**src/rtl/cam_pkg.sv**
```systemverilog
// rtl/cam_pkg.sv - shared types and constants for the DVP pixel capture path
//
// Holds the default frame geometry, the capture state encoding, the pixel
// record handed to the frame buffer writer, and the bit layout of the raw
// DVP bus as it passes through the input synchronizer.
package cam_pkg;

    localparam int HRES_DEFAULT = 1280;
    localparam int VRES_DEFAULT = 720;

    localparam int HCOUNT_W = 11;
    localparam int VCOUNT_W = 10;

    // Raw DVP bus packing: {vsync, href, pclk, data[7:0]}
    localparam int BUS_W     = 11;
    localparam int BUS_PCLK  = 8;
    localparam int BUS_HREF  = 9;
    localparam int BUS_VSYNC = 10;

    typedef enum logic [1:0] {
        WAIT_CFG   = 2'd0,
        WAIT_FRAME = 2'd1,
        ACTIVE     = 2'd2
    } capture_state_t;

    typedef struct packed {
        logic [15:0]         data;
        logic [HCOUNT_W-1:0] hcount;
        logic [VCOUNT_W-1:0] vcount;
    } cam_pixel_t;

endpackage

```
**src/rtl/cam_input_sync.sv**
```systemverilog
// rtl/cam_input_sync.sv - 2-flop synchronizer plus history register for the DVP pins
//
// Ports:
//   clk_i       camera-domain clock
//   rst_i       asynchronous active-high reset
//   bus_i       raw asynchronous input bus
//   sync_o      synchronized bus (second flop)
//   hist_o      synchronized bus delayed by one cycle
//   pclk_rise_o high for one cycle when the synced PCLK bit rises
module cam_input_sync
    import cam_pkg::*;
#(
    parameter int W        = BUS_W,
    parameter int PCLK_BIT = BUS_PCLK
) (
    input  logic         clk_i,
    input  logic         rst_i,
    input  logic [W-1:0] bus_i,
    output logic [W-1:0] sync_o,
    output logic [W-1:0] hist_o,
    output logic         pclk_rise_o
);

    logic [W-1:0] meta_q;
    logic [W-1:0] sync_q;
    logic [W-1:0] hist_q;

    always_ff @(posedge clk_i or posedge rst_i) begin
        if (rst_i) begin
            meta_q <= '0;
            sync_q <= '0;
            hist_q <= '0;
        end else begin
            meta_q <= bus_i;
            sync_q <= meta_q;
            hist_q <= sync_q;
        end
    end

    assign sync_o      = sync_q;
    assign hist_o      = hist_q;
    assign pclk_rise_o = sync_q[PCLK_BIT] & ~hist_q[PCLK_BIT];

endmodule

```
**src/rtl/camera_pixel_capture.sv**
```systemverilog
// rtl/camera_pixel_capture.sv - DVP byte-pair to RGB565 pixel capture with coordinates
//
// Ports:
//   clk_camera      camera-domain clock, at least 3x PCLK
//   sys_rst_camera  asynchronous active-high reset
//   cfg_done        level, camera configuration complete
//   cam_pclk_i      raw DVP pixel clock
//   cam_href_i      raw DVP line-active
//   cam_vsync_i     raw DVP vsync
//   cam_data_i      raw DVP data byte
//   pixel_valid     one-cycle strobe, pixel outputs valid
//   pixel_data      RGB565, first byte in [15:8]
//   pixel_hcount    column of the pixel
//   pixel_vcount    row of the pixel
//   frame_done      one-cycle pulse at end of a captured frame
//   capture_error   sticky protocol error flag
module camera_pixel_capture
    import cam_pkg::*;
#(
    parameter int HRES = HRES_DEFAULT,
    parameter int VRES = VRES_DEFAULT
) (
    input  logic                clk_camera,
    input  logic                sys_rst_camera,
    input  logic                cfg_done,
    input  logic                cam_pclk_i,
    input  logic                cam_href_i,
    input  logic                cam_vsync_i,
    input  logic [7:0]          cam_data_i,
    output logic                pixel_valid,
    output logic [15:0]         pixel_data,
    output logic [HCOUNT_W-1:0] pixel_hcount,
    output logic [VCOUNT_W-1:0] pixel_vcount,
    output logic                frame_done,
    output logic                capture_error
);

    localparam logic [HCOUNT_W-1:0] HRES_C = HCOUNT_W'(HRES);
    localparam logic [VCOUNT_W-1:0] VRES_C = VCOUNT_W'(VRES);

    logic [BUS_W-1:0] sync_bus;
    logic [BUS_W-1:0] hist_bus;
    logic             pclk_rise;

    cam_input_sync #(
        .W        (BUS_W),
        .PCLK_BIT (BUS_PCLK)
    ) u_sync (
        .clk_i       (clk_camera),
        .rst_i       (sys_rst_camera),
        .bus_i       ({cam_vsync_i, cam_href_i, cam_pclk_i, cam_data_i}),
        .sync_o      (sync_bus),
        .hist_o      (hist_bus),
        .pclk_rise_o (pclk_rise)
    );

    logic unused_sync_bits;
    assign unused_sync_bits = ^{sync_bus[BUS_PCLK], hist_bus[BUS_PCLK:0]};

    // Edge-detect stage: every event and the byte that goes with it are
    // registered together, so the FSM sees one coherent snapshot per cycle.
    logic       edge_q;
    logic       href_q;
    logic       href_fall_q;
    logic       vs_rise_q;
    logic       vs_fall_q;
    logic       vs_prev_q;
    logic [7:0] byte_q;

    always_ff @(posedge clk_camera or posedge sys_rst_camera) begin
        if (sys_rst_camera) begin
            edge_q      <= 1'b0;
            href_q      <= 1'b0;
            href_fall_q <= 1'b0;
            vs_rise_q   <= 1'b0;
            vs_fall_q   <= 1'b0;
            vs_prev_q   <= 1'b0;
            byte_q      <= '0;
        end else begin
            edge_q      <= pclk_rise;
            href_q      <= sync_bus[BUS_HREF];
            href_fall_q <= hist_bus[BUS_HREF] & ~sync_bus[BUS_HREF];
            vs_rise_q   <= ~hist_bus[BUS_VSYNC] & sync_bus[BUS_VSYNC];
            vs_fall_q   <= hist_bus[BUS_VSYNC] & ~sync_bus[BUS_VSYNC];
            vs_prev_q   <= hist_bus[BUS_VSYNC];
            byte_q      <= sync_bus[7:0];
        end
    end

    capture_state_t      state_q;
    logic                phase_q;
    logic [7:0]          hi_q;
    logic [HCOUNT_W-1:0] hcount_q;
    logic [VCOUNT_W-1:0] vcount_q;
    logic                pend_q;
    cam_pixel_t          pix_q;
    logic                valid_q;
    logic                done_q;
    logic                err_q;

    // Gating on the previous VSYNC sample lets a byte that coincides with the
    // VSYNC rise still be captured, while HREF inside the VSYNC pulse is ignored.
    logic pix_accept;
    assign pix_accept = edge_q & href_q & ~vs_prev_q;

    // A line still open at frame end (HREF fall not yet seen) counts as a row.
    logic [VCOUNT_W-1:0] vcount_end_d;
    logic                open_line_bad_d;
    assign vcount_end_d    = vcount_q + {{(VCOUNT_W-1){1'b0}}, (hcount_q != '0)};
    assign open_line_bad_d = phase_q | ((hcount_q != '0) & (hcount_q != HRES_C));

    always_ff @(posedge clk_camera or posedge sys_rst_camera) begin
        if (sys_rst_camera) begin
            state_q  <= WAIT_CFG;
            phase_q  <= 1'b0;
            hi_q     <= '0;
            hcount_q <= '0;
            vcount_q <= '0;
            pend_q   <= 1'b0;
            pix_q    <= '0;
            valid_q  <= 1'b0;
            done_q   <= 1'b0;
            err_q    <= 1'b0;
        end else begin
            valid_q <= 1'b0;
            done_q  <= 1'b0;
            if (!cfg_done) begin
                state_q <= WAIT_CFG;
                pend_q  <= 1'b0;
                phase_q <= 1'b0;
            end else begin
                unique case (state_q)
                    WAIT_CFG: state_q <= WAIT_FRAME;
                    WAIT_FRAME: begin
                        if (vs_fall_q) begin
                            state_q  <= ACTIVE;
                            hcount_q <= '0;
                            vcount_q <= '0;
                            phase_q  <= 1'b0;
                        end
                    end
                    ACTIVE: begin
                        if (pend_q) begin
                            // Frame end is deferred one cycle so a pixel on the
                            // VSYNC-rise cycle is emitted before frame_done.
                            pend_q   <= 1'b0;
                            done_q   <= 1'b1;
                            state_q  <= WAIT_FRAME;
                            hcount_q <= '0;
                            phase_q  <= 1'b0;
                            if (vcount_end_d != VRES_C || open_line_bad_d) begin
                                err_q <= 1'b1;
                            end
                        end else begin
                            if (vs_rise_q) begin
                                pend_q <= 1'b1;
                            end
                            if (pix_accept) begin
                                if (!phase_q) begin
                                    hi_q    <= byte_q;
                                    phase_q <= 1'b1;
                                end else begin
                                    phase_q <= 1'b0;
                                    if (hcount_q < HRES_C && vcount_q < VRES_C) begin
                                        valid_q     <= 1'b1;
                                        pix_q.data   <= {hi_q, byte_q};
                                        pix_q.hcount <= hcount_q;
                                        pix_q.vcount <= vcount_q;
                                        hcount_q     <= hcount_q + 1'b1;
                                    end else begin
                                        err_q <= 1'b1;
                                    end
                                end
                            end else if (href_fall_q && !vs_prev_q) begin
                                hcount_q <= '0;
                                phase_q  <= 1'b0;
                                if (hcount_q != '0 && vcount_q < VRES_C) begin
                                    vcount_q <= vcount_q + 1'b1;
                                end
                                if (phase_q || hcount_q != HRES_C) begin
                                    err_q <= 1'b1;
                                end
                            end
                        end
                    end
                    default: state_q <= WAIT_CFG;
                endcase
            end
        end
    end

    assign pixel_valid   = valid_q;
    assign pixel_data    = pix_q.data;
    assign pixel_hcount  = pix_q.hcount;
    assign pixel_vcount  = pix_q.vcount;
    assign frame_done    = done_q;
    assign capture_error = err_q;

endmodule

```
**config.mk**
```make
export PLATFORM = sky130hd
export DESIGN_NAME = camera_pixel_capture
export DESIGN_NICKNAME = d
export VERILOG_FILES = /design/src/rtl/cam_pkg.sv /design/src/rtl/cam_input_sync.sv /design/src/rtl/camera_pixel_capture.sv
export SDC_FILE = /design/constraint.sdc
export NUM_CORES = 1
export LEC_CHECK = 0
export BUFFER_PORTS_ARGS = -buffer_cell sky130_fd_sc_hd__buf_2
export CORE_MARGIN = 2
export CORE_UTILIZATION = 58
export DETAILED_ROUTE_END_ITERATION = 12
export PLACE_DENSITY = 0.88
export SETUP_SLACK_MARGIN = 0.2
export SLEW_MARGIN = 10
export SYNTH_ARGS = -nofsm -noshare
export SYNTH_HDL_FRONTEND = slang
export SYNTH_SLANG_ARGS = --single-unit
```
**constraint.sdc**
```tcl
create_clock -name clk_camera -period 7.2 [get_ports clk_camera]
set_clock_uncertainty 0.1 [all_clocks]
set_input_delay 1.08 -clock clk_camera [delete_from_list [all_inputs] [get_ports clk_camera]]
set_output_delay 1.08 -clock clk_camera [all_outputs]
set_load 0.05 [all_outputs]
```
[Word-level counts from Yosys, hierarchy flattened]
Index checks and enable logic that the tools add are counted.
Storage, ports and cells
  flip-flop bits (word level): 120
  input port bits: 14
  logic and storage cells: 124
Operators by class
  add/subtract/negate cells: 3
  $lt $le $gt $ge: 2
  eq/ne operators: 20
  mux-type cells: 44
  bitwise gates (word level): 15
  reduce and logical (&&, ||, !) cells: 18
Operators with widths (count)
  $mux 11: 6
  $mux 10: 5
  $mux 1: 26
  $pmux 11 s2: 1
  $pmux 10 s2: 1
  $reduce_and 7->1: 2
  $ne 3x3->1 const B: 4
  $ne 4x4->1 const B: 3
  $reduce_and 6->1: 2
  $add 11x1->11 const B: 1
  $lt 11x11->1 const B: 1
  $ne 11x11->1 const B: 1
  $reduce_bool 11->1: 1
  $add 10x1->10: 1
  $add 10x1->10 const B: 1
  $lt 10x10->1 const B: 1
  $ne 10x10->1 const B: 1
  $ne 2x2->1 const B: 5
  $and 1x1->1: 7
  $not 1->1: 7
  $mux 2: 3
  $pmux 2 s3: 1
  $reduce_bool 3->1: 2
  $ne 5x5->1 const B: 1
  14 further kinds: 18

[Depth between registers and ports, before layout]
Gate-level depths: netlist of run 1.
  depth after elaboration: 8
  mapped depth: 11

[Cells and area by module]
Synthesis of run 1 repeated with hierarchy kept, for this count alone.
Unflattened totals
  cell total of the unflattened synthesis: 355
  area total of the unflattened synthesis: 4694.5 um^2
By module, submodules not included
  camera_pixel_capture: times used 1, cells each 320, area an instance 3851.2 um^2, sequential area each 2177.1 um^2
  cam_input_sync: times used 1, cells each 35, area an instance 843.3 um^2, sequential area each 825.8 um^2

[Worst setup path after synthesis of run 1]
OpenSTA, ideal clock, no wires.
  path kind: flip-flop to flip-flop
  start point: reg hcount_q[0]
  end point: reg err_q (netlist: capture_error)
  library setup time: 144 ps
  arrival: 2597 ps
  required time: 6956 ps
  path slack: 4358 ps
  cell stages (with the launch flop): 12
  path buffers: 0
  period minus slack after synthesis: 2842 ps
  cells stage by stage: dfrtp_1 -> inv_1 -> ha_1 -> or4b_1 -> nor4_4 -> inv_1 -> ha_1 -> ha_1 -> nor4b_1 -> o2111ai_1 -> a311oi_1 -> a41oi_1
Between the ends
  cells in the longest elaborated chain, start to end: 6
RTL lines
  start: declaration: line camera_pixel_capture.sv:93  | logic [HCOUNT_W-1:0] hcount_q;
  start signal: assignment: line camera_pixel_capture.sv:169  | hcount_q <= hcount_q + 1'b1;
  $reduce_bool 11->1 or $ne 11x11->1 (tied branches): line camera_pixel_capture.sv:109, camera_pixel_capture.sv:110, camera_pixel_capture.sv:180
  $add 10x1->10 or $and 1x1->1 (tied branches): line camera_pixel_capture.sv:109, camera_pixel_capture.sv:110
  $ne 10x10->1 or $or 1x1->1 (tied branches): line camera_pixel_capture.sv:151, camera_pixel_capture.sv:110
  $logic_or 1x1->1: line camera_pixel_capture.sv:151  | if (vcount_end_d != VRES_C || open_line_bad_d) begin
  $ne 2x1->1 (no line)
  $reduce_and 7->1 (no line) *
  end signal: assignment: line camera_pixel_capture.sv:152  | err_q <= 1'b1;
  end signal: assignment: line camera_pixel_capture.sv:171  | err_q <= 1'b1;
  end signal: assignment: line camera_pixel_capture.sv:181  | err_q <= 1'b1;
  end: declaration: line camera_pixel_capture.sv:99  | logic err_q;
Every way passes the cells marked *; elsewhere a longest branch is shown, timed or not.
A chain may end at the register's enable or synchronous reset.

[Final worst setup path of run 1]
Same ends and word-level chain as after synthesis.

==> summary.txt, run 1 <==
Clocking
  – Clock Path Buffers: 2
  – Reg clk slew, reported paths: approximately 0.11 ns
  – CTS tree: built
  – Clk root buf: clkbuf_8
  – CTS sink count: 111
  – TritonCTS Buffers: 9
  – PostCTS Resize Cnt: 0
  – # hold bufs at CTS: 0
  – Clk_lat worst skew: 0.38 ns
  – Post CTS Setup Buffer Count: 0
  – H-tree depth: 3

Finish
  – Post-layout util: approximately two thirds
  – ANT cells: 0
  – Post-synthesis to final-layout area growth: 10.84%
  – Area occupied by multi-input gates: 1714 um^2
  – Filler Cell Count: 546
  – Reg area: ~2800 um^2
  – Final layout net count: about 430
  – Layout cells sized above 1: a little under a third
  – Fin cells: approximately 510

Die
  – Starting density of the core: approximately 60%
  – Io pins: between 50 and 60
  – # rows: 32
  – Die W: between 90 and 100 um
  – Core area: between 7000 and 8000 um^2
  – Die area: between 8000 and 9000 um^2
  – Die Y: between 90 and 100 um

Placed design
  – Routability cong.: between 0.9 and 1
  – Final HPWL DP: 5686 um
  – Port bufs: 53
  – Dpl cells: between 400 and 500
  – DP Worst Slack: a little over 4 ns

Power
  – Part of the power in registers: a little under three fifths
  – Clock Power Share: a little under a third
  – Net Switching: 358.5 uW
  – Pwr/cell area: between 200 and 250 nW/um^2
  – Lkg Pwr: approximately 0.0025 uW
  – Logic pwr share: 12.4%
  – Internal: approximately 850 uW
  – Tot Pwr: approximately 1200 uW
  – Sw frac: between 20% and 30%
  – Worst VDD drop: 0.1173 mV

Route
  – Initial DRC count: between 150 and 200
  – Routed wire per std cell: between 15 and 20 um
  – DRT antenna net count: 0
  – Final WL: about 8200 um
  – Drt via density: ~5.7
  – Pre-antenna DRT Iters: 5
  – DRC viols: 0
  – Via count: 2910

Synthesis
  – Sequential area share after synthesis: about three fifths
  – Most common cell in the netlist: dfrtp_1
  – Post-Syn Nets: approximately 380
  – Largest area contributor in the synthesized netlist: dfrtp_1
  – Number of synthesized flops with an enable pin: 0
  – Synthesized cell area: 4642 um^2
  – Yosys warning count: 0
  – Post-synthesis register bit count: 111
  – Top cells by area, synth: dfrtp_1 (60%), mux2_2 (6.5%), mux2_4 (6.1%), ha_1 (2.4%), nand2_1 (1.9%)
  – Unique masters post-synth: 57
  – Synth Instances: 352
  – Syn avg cell area: between 10 and 15 um^2
  – Fraction of registers with async set/reset: 100.0%
  – Post-synth top cells: dfrtp_1 (111), mux2_2 (27), nand2_1 (24)
  – Top-area cell type share of the netlist area: roughly 60%
  – Top FF cell, synth: dfrtp_1

STA
  – Final worst slack: about 4 ns
  – Tightest Pin Transition: just under 0.9 ns
  – Slew Limit Fails: 0
  – Tmin final: ~3.2 ns
  – Setup Total Neg Slack: 0 ns
  – Max-slew headroom: 41.88%
  – Final Cycle Share: a little over two fifths
  – # setup viols final: 0
  – Final Hold Vio Count: 0
  – Max Fclk: between 300 and 400 MHz
  – RSZ-0062 raised after global routing: false

Critical path
  – CP endpoint: capture_error
  – Reg2reg start: hcount_q[0]
  – WP data arrival: 3.29 ns
  – Worst r2r path cells: 11
  – RR Endpoint: capture_error
  – CP endpoint kind: flop
  – Setup CP Type: flop to flop
  – CP required: around 7.3 ns
  – Crit path max fanout: 7
  – Reg2Reg Setup Slack: between 4 and 5 ns
  – Worst setup SP type: flop
  – Crit path launch: hcount_q[0]

Global routing
  – GRT overflow: 0
  – Initial antenna violation count: 0
  – Vias in the first global route: between 2000 and 3000
  – Largest net degree at the start of global routing: 75
  – First-pass GRT wire length: approximately 14000 um
  – Total global-route track usage: about a fifth

Status
  – Status: finished clean

Run
  – Max Cap Violations: 0

Worst hold path
  – Hold Crit Class: flop to flop
metrics by stage:
stage	hold slack [ns]	cell area, um^2
2_1_floorplan	0.2312	4642
3_3_place_gp	0.2314	4940
3_5_place_dp	0.2347	4940
4_1_cts	0.2613	5145
5_1_grt	0.2656	5145
6_report	0.2592	5145
final cells by class:
class	instances	share of cell area, %
Sequential cell	111	53.99
Multi-Input combinational cell	216	33.32
Timing Repair Buffer	54	5.302
Tap cell	102	2.481
Clock buffer	9	2.408
Clock inverter	7	1.581
Inverter	12	0.9241
cell families (layout without fill, tap and decap cells):
family | after synthesis | count (layout) | synth area share (%)
flops | 111 | 111 | 59.84
simple gates | 104 | 104 | 13.15
mux | 50 | 50 | 13.56
compound gates | 49 | 49 | 7.035
buf+inv | 25 | 82 | 3.234
fa+ha+maj | 9 | 9 | 2.426
xor+xnor | 4 | 4 | 0.7549
flip-flops by register name, indices dropped and copies added, names as in the netlist:
register	count
vs_prev_q	1
pixel_data	16
vs_fall_q	1
pixel_valid	1
pixel_hcount	11
vs_rise_q	1
u_sync.sync_o	11
phase_q	1
pend_q	1
capture_error	1
state_q	2
hcount_q	11
pixel_vcount	10
hi_q	8
u_sync.hist_o	11
frame_done	1
href_fall_q	1
edge_q	1
vcount_q	10
u_sync.meta_q	11
how the worst min path moves through the flow:
| stage | startpoint | to | slack [ns] | cells past startpoint |
|---|---|---|---|---|
| global placement | u_sync.meta_q[6] | u_sync.sync_o[6] | 0.23 | 0 |
| floorplan | u_sync.sync_o[0] | u_sync.hist_o[0] | 0.23 | 0 |
| CTS | u_sync.meta_q[4] | u_sync.sync_o[4] | 0.26 | 0 |
| finish | u_sync.sync_o[7] | u_sync.hist_o[7] | 0.26 | 0 |
| detailed placement | u_sync.meta_q[4] | u_sync.sync_o[4] | 0.23 | 0 |
| global route | u_sync.meta_q[4] | u_sync.sync_o[4] | 0.27 | 0 |
power by group through the flow:
stage                     combinational (uW)  clock (uW)  sequential, uW
after global routing                     169         400             700
after detailed placement                 149           0             706
after global placement                   140           0             703
after floorplan                          113           0             699
final                                    150         368             694
after CTS                                150         377             693
routing by layer:
metal	wire (um)	vias up	GRT usage (%)
li1	-	1360	-
met1	3726	1443	27.90
met2	3919	89	31.24
met3	410	18	3.707
met4	178	0	10.66
met5	0	-	0
cells in the final DEF, fill, tap and decap left out, drive strengths merged, types with 3 or more instances in the layout:
cell and count:
clkbuf 9, mux2 46, nor3 5, nand2b 3, clkinv 4, nand4 5
or4 3, inv 15, xnor2 3, and2 4, a31oi 4, nor2b 10
o31ai 4, o21ai 15, and3 4, nand2 24, buf 54, and4 3
nand3 13, mux2i 4, a21oi 6, ha 9, dfrtp 111, nor2 17
a21boi 3
worst max-delay path: stages, from the launching register on:
cell       delay (ns)
dfrtp_1          0.46
inv_1            0.09
ha_1             0.15
or4b_1           0.52
nor4_4           0.37
inv_1            0.08
ha_1             0.20
ha_1             0.27
nor4b_1          0.24
o2111ai_1        0.15
a311oi_1         0.22
a41oi_1          0.15
No activity file was read; power rests on OpenSTA's default activity.
==> run 2, diff against run 1 <==
--- a/config.mk
+++ b/config.mk
@@ -7,9 +7,9 @@
 export LEC_CHECK = 0
 export BUFFER_PORTS_ARGS = -buffer_cell sky130_fd_sc_hd__buf_2
 export CORE_MARGIN = 2
-export CORE_UTILIZATION = 58
+export CORE_UTILIZATION = 52
 export DETAILED_ROUTE_END_ITERATION = 12
-export PLACE_DENSITY = 0.88
+export PLACE_DENSITY = 0.84
 export SETUP_SLACK_MARGIN = 0.2
 export SLEW_MARGIN = 10
 export SYNTH_ARGS = -nofsm -noshare
==> constraint.sdc (replaced) <==
create_clock -name clk_camera -period 2.55 [get_ports clk_camera]
set_clock_uncertainty 0.1 [all_clocks]
set_input_delay 0.3825 -clock clk_camera [delete_from_list [all_inputs] [get_ports clk_camera]]
set_output_delay 0.3825 -clock clk_camera [all_outputs]
set_load 0.05 [all_outputs]
==> run 2 against run 1 <==
The flow now finishes with violations (setup timing). Die area is 11% higher. Critical path depth unchanged. Clock-buffer cell count unchanged. Register-to-register slack lost 4.3 ns. Via count rose by 9.2%. Fmax grew 14%. Sequential cell count is the same. Sequential share of layout area fell by 6.5 points. Non-clock buffer count is 53 higher. Utilization is 0.82 points higher. Power grew to 3.0 times the previous value. Global-route usage down 0.58 points. Largest cell class unchanged. Largest power group unchanged.
==> summary.txt, run 2 (synthesized netlist as in run 1, its figures left out) <==
Status
  – Status: finished with violations
  – Violations in the final reports: setup timing

Route
  – Via count: 3178 (+9.2%)
  – DRC viols: 0 (unchanged)
  – Pre-antenna DRT Iters: 5 (unchanged)
  – Initial DRC count: 205 (+3.0%)
  – DRT antenna net count: 0 (unchanged)
  – Drt via density: 5.575 (-2.1%)
  – Routed wire per std cell: 16.78 um (+4.2%)
  – Final WL: 9567 um (+16%)

Global routing
  – Largest net degree at the start of global routing: 112 (+49%)
  – GRT overflow: 0 (unchanged)
  – Total global-route track usage: 19.80% (-0.58 points)
  – Vias in the first global route: 3072 (+10%)
  – Initial antenna violation count: 0 (unchanged)
  – First-pass GRT wire length: 15330 um (+13%)

Placed design
  – DP Worst Slack: -0.2684 ns (-4.345 ns)
  – Port bufs: 53 (unchanged)
  – Dpl cells: 528 (+6.7%)
  – Routability cong.: 0.8630 (-5.7%)
  – Final HPWL DP: 5929 um (+4.3%)

STA
  – Final Cycle Share: 108.3% (+65 points)
  – # setup viols final: 1 (+1)
  – RSZ-0062 raised after global routing: true
  – Final worst slack: -0.2111 ns (-4.261 ns)
  – Final Hold Vio Count: 0 (unchanged)
  – Tmin final: 2.761 ns (-0.3891 ns)
  – Tightest Pin Transition: 0.5550 ns (-0.3130 ns)
  – Max-slew headroom: 63.00% (+21 points)
  – Slew Limit Fails: 0 (unchanged)
  – Max Fclk: 362.2 MHz (+14%)

Finish
  – Largest register FFs: 16 (unchanged)
  – Area occupied by multi-input gates: 1858 um^2 (+8.4%)
  – Most frequent cells in the layout: dfrtp_1 (111), buf_2 (53), mux2_4 (36)
  – Reg area: 2778 um^2 (unchanged)
  – Commonest non-fill, non-tap cell in the layout: dfrtp_1
  – Layout cells sized above 1: 38.74% (+7.7 points)
  – Post-layout util: 67.40% (+0.82 points)
  – Fin cells: 570 (+12%)
  – Filler Cell Count: 615 (+13%)
  – Final layout net count: 480 (+12%)
  – ANT cells: 0 (unchanged)
  – Post-synthesis to final-layout area growth: 26.01%

Die
  – Core area: 8678 um^2 (+12%)
  – Die W: 98.48 um (+5.4%)
  – # rows: 34 (+6.3%)
  – Die area: 9698 um^2 (+11%)
  – Io pins: 54 (unchanged)
  – Die Y: 98.48 um (+5.4%)
  – Starting density of the core: 53.49% (-6.6 points)

Critical path
  – CP endpoint kind: flop
  – Critical path cell sequence: inv_1, ha_1, or4b_4, nor4_4, inv_1, ha_2, ha_4, nor4b_4, o2111ai_1, a311oi_1, a41oi_1
  – Crit path max fanout: 2 (-5)
  – Setup CP Type: flop to flop
  – Reg2Reg Setup Slack: -0.21 ns (-4.26 ns)
  – CP required: 2.68 ns (-4.66 ns)
  – WP data arrival: 2.89 ns (-0.40 ns)
  – Crit-path slowest cell: or4b_4
  – Worst setup SP type: flop
  – Most used cell along the critical path: inv_1
  – Crit-path max cell delay: 0.49 ns (-0.03 ns)

Worst hold path
  – Hold Crit Class: input port to async pin

Power
  – Part of the power in registers: 54.7% (-2.6 points)
  – Pwr/cell area: 614.9 nW/um^2 (+160%)
  – Worst VDD drop: 0.4012 mV (+240%)
  – Clock Power Share: 29.4% (-1.0 points)
  – Internal: 2519 uW (+190%)
  – Lkg Pwr: 0.002856 uW (+12%)
  – Logic pwr share: 16.0% (+3.6 points)
  – Net Switching: 1078 uW (+200%)
  – Sw frac: 29.96% (+0.41 points)

Clocking
  – Clk_lat worst skew: 0.38 ns (about the same)
  – Reg clk slew, reported paths: 0.12 ns (about the same)
  – TritonCTS Buffers: 9 (unchanged)
  – Clock Path Buffers: 2 (unchanged)
  – H-tree depth: 3 (unchanged)
  – Clk root buf: clkbuf_8
  – CTS sink count: 111 (unchanged)
  – CTS tree: built

Run
  – Max Cap Violations: 0 (unchanged)
[run 2: per-layer routing]
layer / up-vias / track usage (%) / routed length [um]
met5: - / 0 / 0
met4: 0 / 5.796 / 80
met3: 12 / 5.106 / 501
met2: 113 / 31.50 / 4820
met1: 1588 / 27.25 / 4164
li1: 1465 / - / -
[run 2: final cells by class]
class	count	share of cell area, %
clock buffer	9	2.118
sequential	111	47.49
tap	108	2.310
inverter	12	0.8342
timing repair buffer	107	14.01
multi-input combinational	216	31.76
clock inverter	7	1.476
[run 2: power groups by stage]
stage               clock network (uW)  logic (uW)  registers (uW)
floorplan                            0         323            1970
global placement                     0         444            1980
detailed placement                   0         460            1990
CTS                               1080         518            1960
global route                      1150         638            1980
finish                            1060         575            1970
[run 2: final timing paths]
check	to	cells after the start	start
hold / removal	hcount_q[6]	3	sys_rst_camera
setup reg to reg	capture_error	11	hcount_q[0]
min in group clk_camera	state_q[0]	2	cfg_done
max in group asynchronous	pixel_vcount[5]	3	sys_rst_camera
setup / recovery	capture_error	11	hcount_q[0]
hold reg to reg	u_sync.hist_o[5]	0	u_sync.sync_o[5]
[run 2: critical path: cells and delay by family (launching register included)]
kind	cells	cell delay (ns)
adders and majority gates	3	0.54
buffers and inverters	2	0.14
DFF	1	0.40
and+or+nand+nor	3	0.86
AOI/OAI and AO/OA	3	0.56
[run 2: metrics by stage]
step	hold WS, ns	cell area, um^2	TNS (ns)	total power [uW]
5_1_grt	0.1084	5849	-0.3703	3770
3_5_place_dp	0.2347	5215	-0.2684	2450
2_1_floorplan	0.2312	4659	-0.1598	2296
6_report	0.06581	5849	-0.2111	3597
4_1_cts	0.0006135	5562	-0.2313	3550
3_3_place_gp	0.2317	5215	-0.1046	2427
[run 2: repair_timing]
item,4_1_cts,5_1_grt
setup endpoints to repair,46,60
buffers inserted,5,7
resized for setup,5,32
gates cloned,0,3
pin swaps,1,8
hold buffers,8,3
endpoints found under the hold margin,8,3
==> run 3, diff against run 2 <==
==> constraint.sdc (replaced) <==
create_clock -name clk_camera -period 2.55 [get_ports clk_camera]
set_clock_uncertainty 0.1 [all_clocks]
set_input_delay 0.1275 -clock clk_camera [delete_from_list [all_inputs] [get_ports clk_camera]]
set_output_delay 0.1275 -clock clk_camera [all_outputs]
set_load 0.05 [all_outputs]
==> run 3 against run 2 <==
The run still ends with setup timing left. Critical path depth unchanged. Hold slack better by 0.19 ns. Clock-buffer cell count unchanged. Via count down 0.50%. Sequential share of layout area down 0.16 points. Utilization up 0.23 points. Sequential power about the same. Fmax up 0.16%. Critical endpoint unchanged. Largest power group unchanged. Highest routed layer unchanged.
==> summary.txt, run 3 (synthesized netlist as in run 1, its figures left out) <==
STA
  – Final Cycle Share: 108.1% (-0.17 points)
  – Tightest Pin Transition: 0.5552 ns (+0.0001922 ns)
  – # setup viols final: 1 (unchanged)
  – Tmin final: 2.757 ns (-0.004283 ns)
  – Slew Limit Fails: 0 (unchanged)
  – RSZ-0062 raised after global routing: true
  – Max Fclk: 362.7 MHz (+0.16%)
  – Final Hold Vio Count: 0 (unchanged)
  – Max-slew headroom: 62.99% (about the same)
  – Final worst slack: -0.2069 ns (+0.004283 ns)
  – Setup Total Neg Slack: -0.2069 ns (+0.004283 ns)

Route
  – Pre-antenna DRT Iters: 5 (unchanged)
  – Routed wire per std cell: 17.12 um (+2.0%)
  – Final WL: 9795 um (+2.4%)
  – Met3 wire len: 498 um (-0.60%)
  – DRC viols: 0 (unchanged)
  – Via count: 3162 (-0.50%)
  – Met1 wire length: 4177 um (+0.31%)
  – Max Used Layer: met4
  – DRT antenna net count: 0 (unchanged)
  – Drt via density: 5.528 (-0.85%)
  – Initial DRC count: 246 (+20%)
  – Met2 routed WL: 4984 um (+3.4%)

Finish
  – Most frequent cells in the layout: dfrtp_1 (111), buf_2 (53), mux2_4 (36)
  – Post-synthesis to final-layout area growth: 26.44%
  – ANT cells: 0 (unchanged)
  – Commonest non-fill, non-tap cell in the layout: dfrtp_1
  – Filler Cell Count: 613 (-0.33%)
  – Fin cells: 572 (+0.35%)
  – Layout cells sized above 1: 38.58% (-0.17 points)
  – Final layout net count: 482 (+0.42%)
  – Largest register FFs: 16 (unchanged)

Power
  – Lkg Pwr: 0.002865 uW (+0.29%)
  – Tot Pwr: 3597 uW (about the same)
  – Worst VDD drop: 0.4013 mV (about the same)
  – Pwr/cell area: 612.9 nW/um^2 (-0.33%)

Die
  – Core area: 8678 um^2 (unchanged)
  – Starting density of the core: 53.49% (unchanged)
  – Io pins: 54 (unchanged)
  – # rows: 34 (unchanged)
  – Die W: 98.48 um (unchanged)
  – Die area: 9698 um^2 (unchanged)
  – Die Y: 98.48 um (unchanged)

Critical path
  – CP endpoint kind: flop
  – Crit path max fanout: 2 (unchanged)
  – WP data arrival: 2.89 ns (about the same)
  – Setup CP Type: flop to flop
  – Worst setup SP type: flop
  – CP required: 2.68 ns (about the same)

Global routing
  – First-pass GRT wire length: 15390 um (+0.37%)
  – Initial antenna violation count: 0 (unchanged)
  – Largest net degree at the start of global routing: 112 (unchanged)
  – Vias in the first global route: 3110 (+1.2%)
  – Total global-route track usage: 19.88% (+0.089 points)
  – GRT overflow: 0 (unchanged)

Clocking
  – H-tree depth: 3 (unchanged)
  – Clk_lat worst skew: 0.38 ns (about the same)
  – Reg clk slew, reported paths: 0.11 ns (about the same)
  – CTS sink count: 111 (unchanged)
  – Clock Path Buffers: 2 (unchanged)
  – Clk root buf: clkbuf_8
  – TritonCTS Buffers: 9 (unchanged)
  – CTS tree: built

Worst hold path
  – Hold Crit Class: flop to flop

Status
  – Status: finished with violations
  – Violations in the final reports: setup timing

Run
  – Max Cap Violations: 0 (unchanged)

Placed design
  – Final HPWL DP: 5929 um (unchanged)
  – Dpl cells: 528 (unchanged)
  – Routability cong.: 0.8630 (unchanged)
  – DP Worst Slack: -0.2684 ns (unchanged)
  – Port bufs: 53 (unchanged)
-- run 3: stage by stage --
step / utilization (%) / instance area (um^2) / hold slack, ns
floorplan: - / 4659 / 0.05893
global placement: 60.09 / 5215 / 0.1350
detailed placement: 60.09 / 5215 / 0.1368
CTS: 64.66 / 5612 / 0.2535
global route: 67.63 / 5869 / 0.2655
finish: 67.63 / 5869 / 0.2517
-- run 3: routing by layer --
metal	global-route usage, %	vias up
li1	-	1465
met1	27.00	1562
met2	32.18	117
met3	5.035	18
met4	5.690	0
met5	0	-
-- run 3: path summary, 6_finish.rpt --
kind,slack [ns],depth (start not counted),end,start
max in group asynchronous,1.56,4,u_sync.meta_q[4],sys_rst_camera
min in group asynchronous,0.38,4,pixel_hcount[7],sys_rst_camera
worst min-delay path,0.25,0,u_sync.sync_o[6],u_sync.meta_q[6]
worst min register to register,0.25,0,u_sync.sync_o[6],u_sync.meta_q[6]
worst max-delay path,-0.21,11,capture_error,hcount_q[0]
worst max register to register,-0.21,11,capture_error,hcount_q[0]
-- run 3: power breakdown --
| group | total, uW | internal, uW | switching (uW) |
|---|---|---|---|
| clock | 1050 | 395 | 654 |
| sequential | 1970 | 1860 | 106 |
| combinational | 582 | 265 | 316 |
-- run 3: final cells by class --
cell class / count / area, um^2 / share of cell area (%)
Timing Repair Buffer: 109 / 839.6 / 14.30
Sequential cell: 111 / 2778 / 47.32
Multi-Input combinational cell: 216 / 1858 / 31.66
Clock buffer: 9 / 123.9 / 2.110
Tap cell: 108 / 135.1 / 2.302
Clock inverter: 7 / 86.33 / 1.471
Inverter: 12 / 48.80 / 0.8314
-- run 3: critical path, stage by stage, from the launching register on --
cell and delay (ns):
dfrtp_1 0.40, inv_1 0.06, ha_1 0.14, or4b_4 0.49, nor4_4 0.17, inv_1 0.08, ha_2 0.19, ha_4 0.22
nor4b_4 0.20, o2111ai_1 0.14, a311oi_1 0.25, a41oi_1 0.17
-- run 3: what timing repair did --
| action | CTS | global route |
|---|---|---|
| pin swaps | 1 | 8 |
| gates cloned | 0 | 3 |
| setup endpoints to repair | 46 | 60 |
| hold buffers | 13 | 0 |
| resized for setup | 5 | 32 |
| hold endpoints to repair | 126 | 0 |
| setup buffers | 5 | 7 |
